<file path="src/rtl/apb_pkg.sv">
// Shared definitions for the APB master bridge: state encoding, default bus
// widths and a strobe-width helper.
package apb_pkg;

  localparam int unsigned DEFAULT_ADDR_WIDTH = 32;
  localparam int unsigned DEFAULT_DATA_WIDTH = 32;

  // Transfer sequencer states
  typedef enum logic [1:0] {
    ST_IDLE   = 2'd0,
    ST_SETUP  = 2'd1,
    ST_ACCESS = 2'd2,
    ST_RESP   = 2'd3
  } apb_state_e;

  // One strobe bit per data byte
  function automatic int unsigned strb_width(input int unsigned data_width);
    return data_width / 8;
  endfunction

endpackage

</file>
<file path="src/rtl/apb_req_fifo.sv">
// Synchronous request FIFO with show-ahead read port.
// Ports:
//   clk_i, rst_i          clock, synchronous active-high reset
//   push_i, push_data_i   write side (ignored while full)
//   pop_i, pop_data_o     read side; pop_data_o is the current head entry
//   full_o, empty_o       occupancy flags
module apb_req_fifo #(
  parameter int unsigned WIDTH = 8,
  parameter int unsigned DEPTH = 4
) (
  input  logic             clk_i,
  input  logic             rst_i,
  input  logic             push_i,
  input  logic [WIDTH-1:0] push_data_i,
  input  logic             pop_i,
  output logic [WIDTH-1:0] pop_data_o,
  output logic             full_o,
  output logic             empty_o
);

  localparam int unsigned PTR_W = (DEPTH > 1) ? $clog2(DEPTH) : 1;

  logic [WIDTH-1:0] mem_q [DEPTH];
  logic [PTR_W:0]   wptr_q;
  logic [PTR_W:0]   rptr_q;
  logic             do_push;
  logic             do_pop;

  // Extra pointer MSB separates full (MSBs differ) from empty (all equal)
  assign full_o  = (wptr_q[PTR_W] != rptr_q[PTR_W]) &&
                   (wptr_q[PTR_W-1:0] == rptr_q[PTR_W-1:0]);
  assign empty_o = (wptr_q == rptr_q);

  assign do_push    = push_i && !full_o;
  assign do_pop     = pop_i && !empty_o;
  assign pop_data_o = mem_q[rptr_q[PTR_W-1:0]];

  // Pointer update
  always_ff @(posedge clk_i) begin
    if (rst_i) begin
      wptr_q <= '0;
      rptr_q <= '0;
    end else begin
      if (do_push) wptr_q <= wptr_q + (PTR_W+1)'(1);
      if (do_pop)  rptr_q <= rptr_q + (PTR_W+1)'(1);
    end
  end

  // Storage; contents need no reset since the pointers qualify them
  always_ff @(posedge clk_i) begin
    if (do_push) mem_q[wptr_q[PTR_W-1:0]] <= push_data_i;
  end

endmodule

</file>
<file path="src/rtl/apb_master_bridge.sv">
// APB4 requester: queues valid/ready requests, runs each one through the
// APB SETUP/ACCESS phases and returns one in-order response per request.
// Ports:
//   clk_i, rst_i                   clock, synchronous active-high reset
//   req_*                          request channel (valid/ready) with write,
//                                  address, write data and strobes
//   rsp_*                          response channel (valid/ready) with read
//                                  data, slave error and timeout flags
//   psel_o .. pstrb_o, p*_i        APB4 requester interface
//   busy_o                         requests queued or a transfer in progress
module apb_master_bridge
  import apb_pkg::*;
#(
  parameter  int unsigned ADDR_WIDTH     = DEFAULT_ADDR_WIDTH,
  parameter  int unsigned DATA_WIDTH     = DEFAULT_DATA_WIDTH,
  parameter  int unsigned REQ_DEPTH      = 4,
  parameter  int unsigned TIMEOUT_CYCLES = 16,
  localparam int unsigned STRB_W         = strb_width(DATA_WIDTH)
) (
  input  logic                  clk_i,
  input  logic                  rst_i,
  // request channel
  input  logic                  req_valid_i,
  output logic                  req_ready_o,
  input  logic                  req_write_i,
  input  logic [ADDR_WIDTH-1:0] req_addr_i,
  input  logic [DATA_WIDTH-1:0] req_wdata_i,
  input  logic [STRB_W-1:0]     req_strb_i,
  // response channel
  output logic                  rsp_valid_o,
  input  logic                  rsp_ready_i,
  output logic [DATA_WIDTH-1:0] rsp_rdata_o,
  output logic                  rsp_slverr_o,
  output logic                  rsp_timeout_o,
  // APB requester
  output logic                  psel_o,
  output logic                  penable_o,
  output logic                  pwrite_o,
  output logic [ADDR_WIDTH-1:0] paddr_o,
  output logic [DATA_WIDTH-1:0] pwdata_o,
  output logic [STRB_W-1:0]     pstrb_o,
  input  logic                  pready_i,
  input  logic                  pslverr_i,
  input  logic [DATA_WIDTH-1:0] prdata_i,
  // status
  output logic                  busy_o
);

  localparam int unsigned PAYLOAD_W = 1 + ADDR_WIDTH + DATA_WIDTH + STRB_W;
  localparam int unsigned TMO_W     = (TIMEOUT_CYCLES > 1) ? $clog2(TIMEOUT_CYCLES) : 1;
  localparam logic [TMO_W-1:0] TMO_LAST =
    TMO_W'((TIMEOUT_CYCLES > 0) ? (TIMEOUT_CYCLES - 1) : 0);

  apb_state_e            state_q;
  logic [TMO_W-1:0]      wait_cnt_q;

  logic                  fifo_full;
  logic                  fifo_empty;
  logic                  fifo_pop;
  logic [PAYLOAD_W-1:0]  fifo_head;

  logic                  head_write;
  logic [ADDR_WIDTH-1:0] head_addr;
  logic [DATA_WIDTH-1:0] head_wdata;
  logic [STRB_W-1:0]     head_strb;

  apb_req_fifo #(
    .WIDTH (PAYLOAD_W),
    .DEPTH (REQ_DEPTH)
  ) u_req_fifo (
    .clk_i       (clk_i),
    .rst_i       (rst_i),
    .push_i      (req_valid_i),
    .push_data_i ({req_write_i, req_addr_i, req_wdata_i, req_strb_i}),
    .pop_i       (fifo_pop),
    .pop_data_o  (fifo_head),
    .full_o      (fifo_full),
    .empty_o     (fifo_empty)
  );

  assign {head_write, head_addr, head_wdata, head_strb} = fifo_head;

  // Pop when starting from IDLE or chaining straight out of a consumed response
  assign fifo_pop = !fifo_empty &&
                    ((state_q == ST_IDLE) || ((state_q == ST_RESP) && rsp_ready_i));

  assign req_ready_o = !fifo_full;
  assign busy_o      = (state_q != ST_IDLE) || !fifo_empty;

  // Transfer sequencer with registered APB and response outputs
  always_ff @(posedge clk_i) begin
    if (rst_i) begin
      state_q       <= ST_IDLE;
      wait_cnt_q    <= '0;
      psel_o        <= 1'b0;
      penable_o     <= 1'b0;
      pwrite_o      <= 1'b0;
      paddr_o       <= '0;
      pwdata_o      <= '0;
      pstrb_o       <= '0;
      rsp_valid_o   <= 1'b0;
      rsp_rdata_o   <= '0;
      rsp_slverr_o  <= 1'b0;
      rsp_timeout_o <= 1'b0;
    end else begin
      case (state_q)
        ST_IDLE: begin
          if (!fifo_empty) begin
            state_q  <= ST_SETUP;
            psel_o   <= 1'b1;
            pwrite_o <= head_write;
            paddr_o  <= head_addr;
            pwdata_o <= head_write ? head_wdata : '0;
            pstrb_o  <= head_write ? head_strb : '0;
          end
        end

        ST_SETUP: begin
          state_q    <= ST_ACCESS;
          penable_o  <= 1'b1;
          wait_cnt_q <= '0;
        end

        ST_ACCESS: begin
          // pready is checked first so it wins over an expiring counter
          if (pready_i) begin
            state_q       <= ST_RESP;
            psel_o        <= 1'b0;
            penable_o     <= 1'b0;
            rsp_valid_o   <= 1'b1;
            rsp_rdata_o   <= pwrite_o ? '0 : prdata_i;
            rsp_slverr_o  <= pslverr_i;
            rsp_timeout_o <= 1'b0;
          end else if ((TIMEOUT_CYCLES != 0) && (wait_cnt_q == TMO_LAST)) begin
            state_q       <= ST_RESP;
            psel_o        <= 1'b0;
            penable_o     <= 1'b0;
            rsp_valid_o   <= 1'b1;
            rsp_rdata_o   <= '0;
            rsp_slverr_o  <= 1'b1;
            rsp_timeout_o <= 1'b1;
          end else begin
            wait_cnt_q <= wait_cnt_q + TMO_W'(1);
          end
        end

        ST_RESP: begin
          if (rsp_ready_i) begin
            rsp_valid_o <= 1'b0;
            if (!fifo_empty) begin
              state_q  <= ST_SETUP;
              psel_o   <= 1'b1;
              pwrite_o <= head_write;
              paddr_o  <= head_addr;
              pwdata_o <= head_write ? head_wdata : '0;
              pstrb_o  <= head_write ? head_strb : '0;
            end else begin
              state_q <= ST_IDLE;
            end
          end
        end

        default: state_q <= ST_IDLE;
      endcase
    end
  end

endmodule
</file>
<file path="config.mk">
export PLATFORM = sky130hd
export DESIGN_NAME = apb_master_bridge
export DESIGN_NICKNAME = d
export VERILOG_FILES = /design/src/rtl/apb_pkg.sv /design/src/rtl/apb_req_fifo.sv /design/src/rtl/apb_master_bridge.sv
export SDC_FILE = /design/constraint.sdc
export NUM_CORES = 1
export LEC_CHECK = 0
export BUFFER_PORTS_ARGS = -buffer_cell sky130_fd_sc_hd__buf_2
export CORE_ASPECT_RATIO = 0.7
export CORE_MARGIN = 5
export CORE_UTILIZATION = 37
export DETAILED_ROUTE_END_ITERATION = 7
export PLACE_DENSITY = 0.67
export SYNTH_ARGS = -nofsm -noshare
export SYNTH_HDL_FRONTEND = slang
export SYNTH_HIERARCHICAL = 1
export SYNTH_SLANG_ARGS = --single-unit
</file>
<file path="constraint.sdc">
create_clock -name clk_i -period 6.25 [get_ports clk_i]
set_input_delay 0 -clock clk_i [delete_from_list [all_inputs] [get_ports clk_i]]
set_output_delay 0 -clock clk_i [all_outputs]
set_load 0.03 [all_outputs]
</file>
==> impl_metrics.yaml, run 1 <==
power:
  power_leakage_nw: 6.62
  swShare_pct: 33.9
  power.share.clock_pct: 29.1
  seqPwrFrac_pct: 43.2
  p_comb_share_pct: 27.7
  peakVddDrop_mv: 0.324
  p_per_area_nw_per_um2: 433
  p_sw_w: 0.00274
  total_power_w: 0.00810
  internal_power_w: 0.00536
timing:
  min_period_over_period_pct: 51.5
  finClkSkew_ns: 0.0173
  worst_pin_slew_ns: 1.14
  grt_setup_unrepaired: "false"
  min_period_ns: 3.22
  slew_headroom_pct: 24.0
  fin_tns_setup_ns: 0
  max_freq_ghz: 0.310
  setup_viol: 0
  layout_setup_ws_ns: 3.03
  maxSlewViolCount: 0
  hold_viol: 0
critical_path:
  path_buf_inv: 1
  crit_type: "flop to flop"
  start_kind: "flop"
  cp.arrival_ns: 3.67
  rrSetupSlack_ns: 3.03
  cp-end-kind: "flop"
  crit_slowest_cell: "buf_4"
  crit_chain: "xnor2_1 > nand2_1 > nor2_1 > or2_2 > buf_4 > o21ai_0 > a21oi_1"
  cp_slowest_stage_delay_ns: 0.67
  cp_data_required_time_ns: 6.70
  crit_family: "simple AND/OR/NAND/NOR gates"
  cp_max_fo: 69
synthesis:
  synth_xor_xnor_area_share_pct: 0.354
  yosysWarnings: 6
  synth_top_family_by_area: "multiplexers"
  synth_compound_area_share_pct: 8.48
  synth_nets: 1018
  synth_ff_type: "edfxtp_1"
  synth.top_cell.area_share_pct: 55.8
  synth_edf_count: 276
  ys_async_sr_fraction_pct: 0
  avgSynthCellArea_um2: 16.5
  ys_types: 53
  synthAdderAreaFrac_pct: 0.927
  synthMuxAreaShare_pct: 10.6
  seq_area_frac_synth_pct: 72.0
  yosysTopAreaCell: "edfxtp_1"
  synth-seq-cells: 396
  synth.area.top_cells: "edfxtp_1, dfxtp_1, mux4_2"
  synthCells: 900
  synth_area_um2: 14800
  yosys.area_share.simple_pct: 4.62
clocking:
  clock_sink_count: 396
  cts_max_level: 2
  path_clk_slew_ns: 0.06
  post_cts_resized: 0
  root_buffer: "clkbuf_16"
  cts.path.max_buffers: 3
  cts_made_buffers: 40
  clock_latency_ns: 0.54
  tritoncts: "built"
route:
  num_vias: 9259
  via_per_inst: 5.23
  final_antenna_net_count: 0
  first_iter_violations: 673
  route.detailed.drc: 0
  finalWirelength_mm: 37.1
  dr.pass1.iters: 6
  wire_per_inst_um: 20.9
grt:
  grt_usage_pct: 16.5
  grt_pass1_wl_mm: 57.8
  antenna_found_initial: 2
  grt_max_degree: 73
  grt_pass1_vias: 9696
  globalRouteOverflowTotal: 0
cells_and_area:
  drive_gt1_share_pct: 30.0
  n_fill_cell: 3388
  fin_nets: 1321
  seqCellArea_um2: 10700
  multi_input_area_um2: 3750
  area_growth_pct: 25.9
flow_run:
  drv_cap: 0
die:
  pin_count: 215
  die_h_um: 178
  core_area_um2: 39700
  die_x_um: 249
  die_area_um2: 44300
  initial_core_util_pct: 37.4
  fp-row-count: 61
hold_path:
  min_path_type: "input pin to flop"
placement:
  dp_hpwl_mm: 20.0
  place_congestion: 0.823
  portBuffers: 214
  pre_cts_ws_ns: 3.07
outcome:
  status: "completed"
[metal layers]
layer | GRT usage (%) | share of wire [%] | vias to the layer above
met5 | 0 | 0 | -
met4 | 3.29 | 1.7 | 0
met3 | 3.53 | 6.2 | 54
met2 | 27.6 | 48 | 293
met1 | 22.7 | 44 | 4716
li1 | - | - | 4196
[power groups by stage]
stage / clock network (W) / logic [W] / registers [W]
floorplan: 0 / 0.00125 / 0.00384
global placement: 0 / 0.00219 / 0.00354
detailed placement: 0 / 0.00221 / 0.00355
CTS: 0.00243 / 0.00227 / 0.00350
global route: 0.00255 / 0.00243 / 0.00354
finish: 0.00236 / 0.00224 / 0.00349
[per-stage QoR]
step	utilization, %	cell area (µm²)	std cells	hold WS, ns
floorplan	-	14800	900	0.0956
global placement	41.1	16300	1588	0.213
detailed placement	41.1	16300	1588	0.214
CTS	47.1	18700	1770	0.180
global route	47.1	18700	1772	0.199
finish	47.1	18700	1772	0.208
[cell usage after synthesis, types with 2 or more instances]
library cell / number
edfxtp_1: 276
dfxtp_1: 120
a21oi_1: 77
mux4_2: 69
o21ai_0: 65
nand3_1: 38
nand4_1: 38
a22o_1: 32
clkbuf_1: 30
buf_2: 19
nand2_1: 15
ha_1: 11
inv_1: 11
buf_6: 10
o21ai_1: 9
a31oi_1: 7
clkbuf_2: 7
o211ai_1: 5
nor2_1: 4
nor3b_1: 4
a211oi_1: 3
and2_1: 3
nor2b_1: 3
xnor2_1: 3
xor2_1: 3
a211o_1: 2
a41oi_1: 2
buf_1: 2
buf_4: 2
buf_8: 2
mux2i_1: 2
nand2b_1: 2
nand3b_1: 2
o31ai_1: 2
or4_1: 2
[kinds of logic (layout without fill, tap and decap cells)]
family,count (synthesis),count (layout)
XOR/XNOR,6,6
AO/OA/AOI/OAI,212,212
AND/OR/NAND/NOR,121,121
buffers and inverters,83,418
multiplexers,71,71
other,0,2
flip-flops,396,396
adder cells (fa/ha/maj),11,11
[state kept, by name (all words and copies together) (netlist names), named ones only]
| register | count |
|---|---|
| u_req_fifo/mem_q | 276 |
| paddr_o | 32 |
| pwdata_o | 32 |
| rsp_rdata_o | 32 |
| pstrb_o | 4 |
| wait_cnt_q | 4 |
| u_req_fifo/rptr_q | 3 |
| u_req_fifo/wptr_q | 3 |
| state_q | 2 |
| penable_o | 1 |
| psel_o | 1 |
| pwrite_o | 1 |
| rsp_slverr_o | 1 |
| rsp_timeout_o | 1 |
| rsp_valid_o | 1 |
[path summary, 6_finish.rpt]
path / start / depth (start not counted) / to
max reg2reg: u_req_fifo/rptr_q[0] / 7 / paddr_o[23]
max: u_req_fifo/rptr_q[0] / 7 / paddr_o[23]
min reg2reg: pwdata_o[10] / 2 / pwdata_o[10]
min: req_wdata_i[21] / 2 / u_req_fifo/mem_q[0][25]
[cells in the final DEF (no fill, tap or decap), types with 3 or more instances in the layout]
master | Yosys | layout
and2_4 | 0 | 3
buf_2 | 19 | 213
nand3_1 | 38 | 38
mux4_2 | 69 | 69
clkbuf_16 | 0 | 40
o21ai_1 | 9 | 9
nand4_1 | 38 | 38
a22o_1 | 32 | 32
inv_1 | 11 | 11
clkbuf_1 | 30 | 11
nand2_1 | 15 | 15
ha_1 | 11 | 11
o21ai_0 | 65 | 65
o211ai_1 | 5 | 5
buf_4 | 2 | 12
a31oi_1 | 7 | 6
a211oi_1 | 3 | 3
nor3b_1 | 4 | 4
nor2_1 | 4 | 4
xnor2_1 | 3 | 3
dfxtp_1 | 120 | 118
clkinv_2 | 0 | 7
a21oi_1 | 77 | 77
clkinvlp_4 | 0 | 3
xor2_1 | 3 | 3
edfxtp_1 | 276 | 276
bufinv_16 | 0 | 3
dlygate4sd3_1 | 0 | 108
inv_6 | 0 | 3
[layout make-up]
class                   count  share of cell area, %
diodes                      2                 0.0268
clock buffers              53                   5.72
clock inverters            21                   1.21
inverters                  11                  0.221
multi-input cells         421                   20.1
flip-flops and latches    396                   57.2
well taps                 535                   3.58
repair buffers            333                   12.0
[repair_timing]
| item | in CTS | in global routing |
|---|---|---|
| buffers inserted | 0 | 0 |
| hold endpoints to repair | 342 | 0 |
| hold buffers | 108 | 0 |
No activity file was read; power rests on OpenSTA's default activity.
==> run 2, diff against run 1 <==
- ABC_AREA: unset -> 1
- PLACE_DENSITY: 0.67 -> 0.69
- clock period: 6.25 -> 2.68 ns (I/O delays scaled with it)
==> run 2 against run 1 <==
Against the previous run: maximum frequency increased by 39%; global-route usage increased by 0.22 points; highest routed layer unchanged; count of clock-buffer cells in the layout decreased by 3; core utilization increased by 0.76 points; clock power increased by 140%; final cell count increased by 23%; critical path depth increased by 1; sequential power increased by 120%.
==> impl_metrics.yaml, run 2 <==
critical_path:
  cp_data_required_time_ns: 3.14
  cp.arrival_ns: 2.78
  cp-end-kind: "flop"
  crit_type: "flop to flop"
  cp_max_fo: 32
  start_kind: "flop"
  reg2reg_depth: 8
clocking:
  root_buffer: "clkbuf_16"
  cts_max_level: 2
  post_cts_resized: 0
  clock_sink_count: 396
  clock_latency_ns: 0.53
  cts_made_buffers: 40
  cts.path.max_buffers: 3
  tritoncts: "built"
  path_clk_slew_ns: 0.06
synthesis:
  synthCells: 1285
  synth_area_um2: 14900
  seq_area_frac_synth_pct: 71.7
  ys_async_sr_fraction_pct: 0
  synth_ff_type: "edfxtp_1"
  synth.area.top_cells: "edfxtp_1, dfxtp_1, nor2_1"
  synthTopCellsByCount: "edfxtp_1, nor2_1, nand2_1"
  synth_edf_count: 276
  synth.most_common_cell: "edfxtp_1"
  synth-seq-cells: 396
  yosysTopAreaCell: "edfxtp_1"
  synth.top_cell.area_share_pct: 55.6
  synth_nets: 1403
  avgSynthCellArea_um2: 11.6
  ys_types: 25
  yosysWarnings: 6
timing:
  maxSlewViolCount: 0
  slew_headroom_pct: 60.2
  grt_setup_unrepaired: "false"
  fin_tns_setup_ns: 0
  setup_viol: 0
  hold_viol: 0
  max_freq_ghz: 0.432
  worst_pin_slew_ns: 0.597
  holdWs_ns: 0.220
  min_period_over_period_pct: 86.4
  min_period_ns: 2.32
  finClkSkew_ns: 0.0119
grt:
  grt_max_degree: 75
  globalRouteOverflowTotal: 0
  antenna_found_initial: 1
  grt_usage_pct: 16.7
  grt_pass1_wl_mm: 59.9
  grt_pass1_vias: 10623
route:
  final_antenna_net_count: 0
  wire_per_inst_um: 17.5
  num_vias: 10681
  via_per_inst: 4.90
  first_iter_violations: 863
  dr.pass1.iters: 5
  route.detailed.drc: 0
  finalWirelength_mm: 38.1
outcome:
  status: "completed"
power:
  internal_power_w: 0.0126
  p_sw_w: 0.00733
  peakVddDrop_mv: 0.569
  p_comb_share_pct: 32.9
  swShare_pct: 36.7
  power.share.clock_pct: 28.4
  seqPwrFrac_pct: 38.6
  power_leakage_nw: 7.25
  p_per_area_nw_per_um2: 1050
cells_and_area:
  design_area_um2: 19000
  n_fill_cell: 3562
  final_cell_mix: "edfxtp_1, nor2_1, buf_2, nand2_1, o21ai_0"
  fin_util_pct: 47.9
  area_growth_pct: 27.6
  fin_nets: 1730
  largest_reg_flops: 276
  instances_no_fill: 2179
  final_common_cell: "edfxtp_1"
  drive_gt1_share_pct: 19.5
die:
  die_h_um: 178
  die_x_um: 250
  initial_core_util_pct: 37.5
  fp-row-count: 61
  die_area_um2: 44500
  pin_count: 215
  core_area_um2: 39800
hold_path:
  min_path_type: "input pin to flop"
  whs_path_depth: 2
placement:
  portBuffers: 214
  dpl-instance-area_um2: 16500
  place_congestion: 0.774
  dp_hpwl_mm: 23.1
  place_inst: 1985
flow_run:
  drv_cap: 0
[run 2: metrics by stage]
step	power, W	worst slack (ns)
floorplan	0.0125	-0.399
global placement	0.0141	0.570
detailed placement	0.0143	0.491
CTS	0.0201	0.448
global route	0.0212	0.178
finish	0.0199	0.364
[run 2: path summary, 6_finish.rpt]
kind / endpoint / slack, ns / start
worst max-delay path: rsp_rdata_o[19] / 0.36 / state_q[0]
worst min-delay path: u_req_fifo/mem_q[0][16] / 0.22 / req_wdata_i[12]
worst min register to register: rsp_rdata_o[21] / 0.46 / rsp_rdata_o[21]
worst max register to register: rsp_rdata_o[19] / 0.36 / state_q[0]
[run 2: worst max-delay path: stages, from the launching register on]
cell and delay [ns]:
dfxtp_1 0.34, inv_1 0.14, ha_1 0.32, nand2_1 0.14, nor2_2 0.11, buf_4 0.33, nand2_1 0.09, a21oi_1 0.20
dlygate4sd3_1 0.57
[run 2: repair_timing]
item                                   4_1_cts  5_1_grt
buffers inserted                             0        0
hold buffers                               120        0
endpoints found under the hold margin      316        0
[run 2: cell type report]
| type | instances | area [µm²] | area share, % |
|---|---|---|---|
| diodes | 2 | 5.00 | 0.0263 |
| clock buffers | 50 | 1080 | 5.67 |
| clock inverters | 22 | 251 | 1.32 |
| inverters | 42 | 161 | 0.848 |
| multi-input cells | 770 | 3590 | 18.9 |
| flip-flops and latches | 396 | 10700 | 56.2 |
| well taps | 535 | 669 | 3.52 |
| repair buffers | 362 | 2580 | 13.6 |
[run 2: logic make-up (layout without fill, tap and decap cells)]
group | count (synthesis) | count (layout) | synth area share, %
flip-flops | 396 | 396 | 71.7
other | 0 | 2 | 0
buffers and inverters | 119 | 476 | 4.42
AND/OR/NAND/NOR | 431 | 431 | 11.4
AO/OA/AOI/OAI | 328 | 328 | 11.6
adder cells (fa/ha/maj) | 11 | 11 | 0.922
[run 2: routing by layer]
| metal | vias to the layer above | global-route usage [%] | wire, µm |
|---|---|---|---|
| met2 | 316 | 26.5 | 17300 |
| met5 | - | 0 | 0 |
| met1 | 5137 | 24.2 | 17800 |
| met3 | 68 | 3.25 | 2250 |
| li1 | 5160 | - | - |
| met4 | 0 | 3.75 | 725 |
[run 2: power groups by stage]
stage	registers [W]	logic (W)	clock network [W]
after CTS	0.00771	0.00660	0.00582
after floorplan	0.00859	0.00391	0
after detailed placement	0.00784	0.00642	0
after global routing	0.00779	0.00728	0.00608
after global placement	0.00783	0.00631	0
final	0.00771	0.00657	0.00567
==> run 3, diff against run 2 <==
- CTS_BUF_LIST: unset -> sky130_fd_sc_hd__clkbuf_4 sky130_fd_sc_hd__clkbuf_8
==> run 3 against run 2 <==
Against the previous run: hold slack got worse by 0.090 ns; sequential cell count is the same; highest routed layer unchanged; via count up 1.1%; register-to-register slack better by 0.05 ns; setup slack improved by 0.052 ns; non-clock buffer count stayed put.
==> impl_metrics.yaml, run 3 (synthesis gave the netlist of run 2 again) <==
outcome:
  status: "completed"
clocking:
  cts.path.max_buffers: 3
  clock_sink_count: 396
  root_buffer: "clkbuf_8"
  cts_made_buffers: 60
  post_cts_resized: 0
  cts_setup_buffers: 0
  ctsHoldBuffers: 120
  cts_max_level: 2
  path_clk_slew_ns: 0.06
  clock_latency_ns: 0.63
  tritoncts: "built"
critical_path:
  cp_max_fo: 32
  crit_top_cell: "nand2_1"
  cp.arrival_ns: 2.82
  crit_chain: "inv_1 > ha_1 > nand2_1 > nor2_2 > buf_4 > nand2_1 > a21oi_1 > dlygate4sd3_1"
  start_kind: "flop"
  worstSetupEndpoint: "rsp_rdata_o[18]"
  crit_cells: 8
  rrSetupSlack_ns: 0.42
  startpoint: "state_q[0]"
  reg2reg_to: "rsp_rdata_o[18]"
  timing.rr.start: "state_q[0]"
  cp_slowest_stage_delay_ns: 0.56
  cp-end-kind: "flop"
  crit_slowest_cell: "dlygate4sd3_1"
  crit_family: "buffers and inverters"
  path_buf_inv: 3
  reg2reg_depth: 8
  cp_data_required_time_ns: 3.24
  crit_type: "flop to flop"
die:
  core_area_um2: 39800
  initial_core_util_pct: 37.5
  die_h_um: 178
  die_area_um2: 44500
  fp-row-count: 61
  pin_count: 215
  die_x_um: 250
hold_path:
  min_path_type: "input pin to flop"
cells_and_area:
  final_common_cell: "edfxtp_1"
  final_cell_mix: "edfxtp_1, nor2_1, buf_2, nand2_1, o21ai_0"
  fin_nets: 1750
  largest_reg_flops: 276
  area_growth_pct: 27.3
  instances_no_fill: 2221
  drive_gt1_share_pct: 21.6
route:
  wire_per_inst_um: 17.3
  route.detailed.drc: 0
  dr.pass1.iters: 5
  first_iter_violations: 763
  finalWirelength_mm: 38.4
  via_per_inst: 4.86
  final_antenna_net_count: 0
  num_vias: 10800
power:
  p_per_area_nw_per_um2: 1030
  power_leakage_nw: 7.28
  peakVddDrop_mv: 0.554
grt:
  grt_usage_pct: 16.8
  antenna_found_initial: 1
  grt_pass1_wl_mm: 60.0
  grt_pass1_vias: 10799
  grt_max_degree: 75
  globalRouteOverflowTotal: 0
timing:
  finClkSkew_ns: 0.0382
  slew_headroom_pct: 60.5
  grt_setup_unrepaired: "false"
  min_period_over_period_pct: 84.5
  setup_viol: 0
  layout_setup_ws_ns: 0.416
  max_freq_ghz: 0.442
  maxSlewViolCount: 0
  min_period_ns: 2.26
  hold_viol: 0
  fin_tns_setup_ns: 0
  worst_pin_slew_ns: 0.592
placement:
  place_congestion: 0.774
  portBuffers: 214
  place_inst: 1985
  dp_hpwl_mm: 23.1
  pre_cts_ws_ns: 0.491
flow_run:
  drv_cap: 0
## run 3: changes by cell type in the layout (fill, tap and decap cells not counted), sizes merged
cell and change:
bufinv -3, clkinv +4, diode +1, clkbuf +40
## run 3: worst min-delay path by stage
stage,from,endpoint,slack [ns],cells after the start
after global placement,req_addr_i[3],u_req_fifo/mem_q[1][39],0.22,1
after floorplan,req_strb_i[0],u_req_fifo/mem_q[0][0],0.1,0
final,req_wdata_i[12],u_req_fifo/mem_q[0][16],0.13,2
after CTS,req_wdata_i[12],u_req_fifo/mem_q[0][16],0.07,2
after detailed placement,req_wdata_i[10],u_req_fifo/mem_q[2][14],0.22,1
after global routing,req_wdata_i[24],u_req_fifo/mem_q[0][28],0.1,2
## run 3: cell type report
cell class | instances | area (µm²)
clock buffers | 90 | 1120
well taps | 535 | 669
flip-flops and latches | 396 | 10700
repair buffers | 362 | 2580
inverters | 42 | 161
fillers | 3606 | 20800
diodes | 3 | 7.51
clock inverters | 23 | 168
multi-input cells | 770 | 3590
## run 3: layer usage
metal / share of wire, % / GRT usage (%) / wire length, µm
met4: 1.7 / 4.16 / 649
met3: 6.5 / 3.64 / 2480
met1: 47 / 23.9 / 18000
met5: 0 / 0 / 0
met2: 45 / 26.5 / 17300
## run 3: metrics by stage
stage	area [µm²]	hold slack [ns]	total power, W	utilization (%)
after global routing	19000	0.0972	0.0207	47.8
after CTS	19000	0.0691	0.0197	47.8
after global placement	16500	0.215	0.0141	41.5
final	19000	0.130	0.0195	47.8
after detailed placement	16500	0.216	0.0143	41.5
after floorplan	14900	0.0989	0.0125	-
## run 3: report_power, final
| group | leakage, nW | switching [W] | internal, W |
|---|---|---|---|
| Combinational | 3.08 | 0.00458 | 0.00198 |
| Sequential | 3.52 | 0.000426 | 0.00729 |
| Clock | 0.683 | 0.00236 | 0.00287 |
| Total | 7.28 | 0.00736 | 0.0121 |
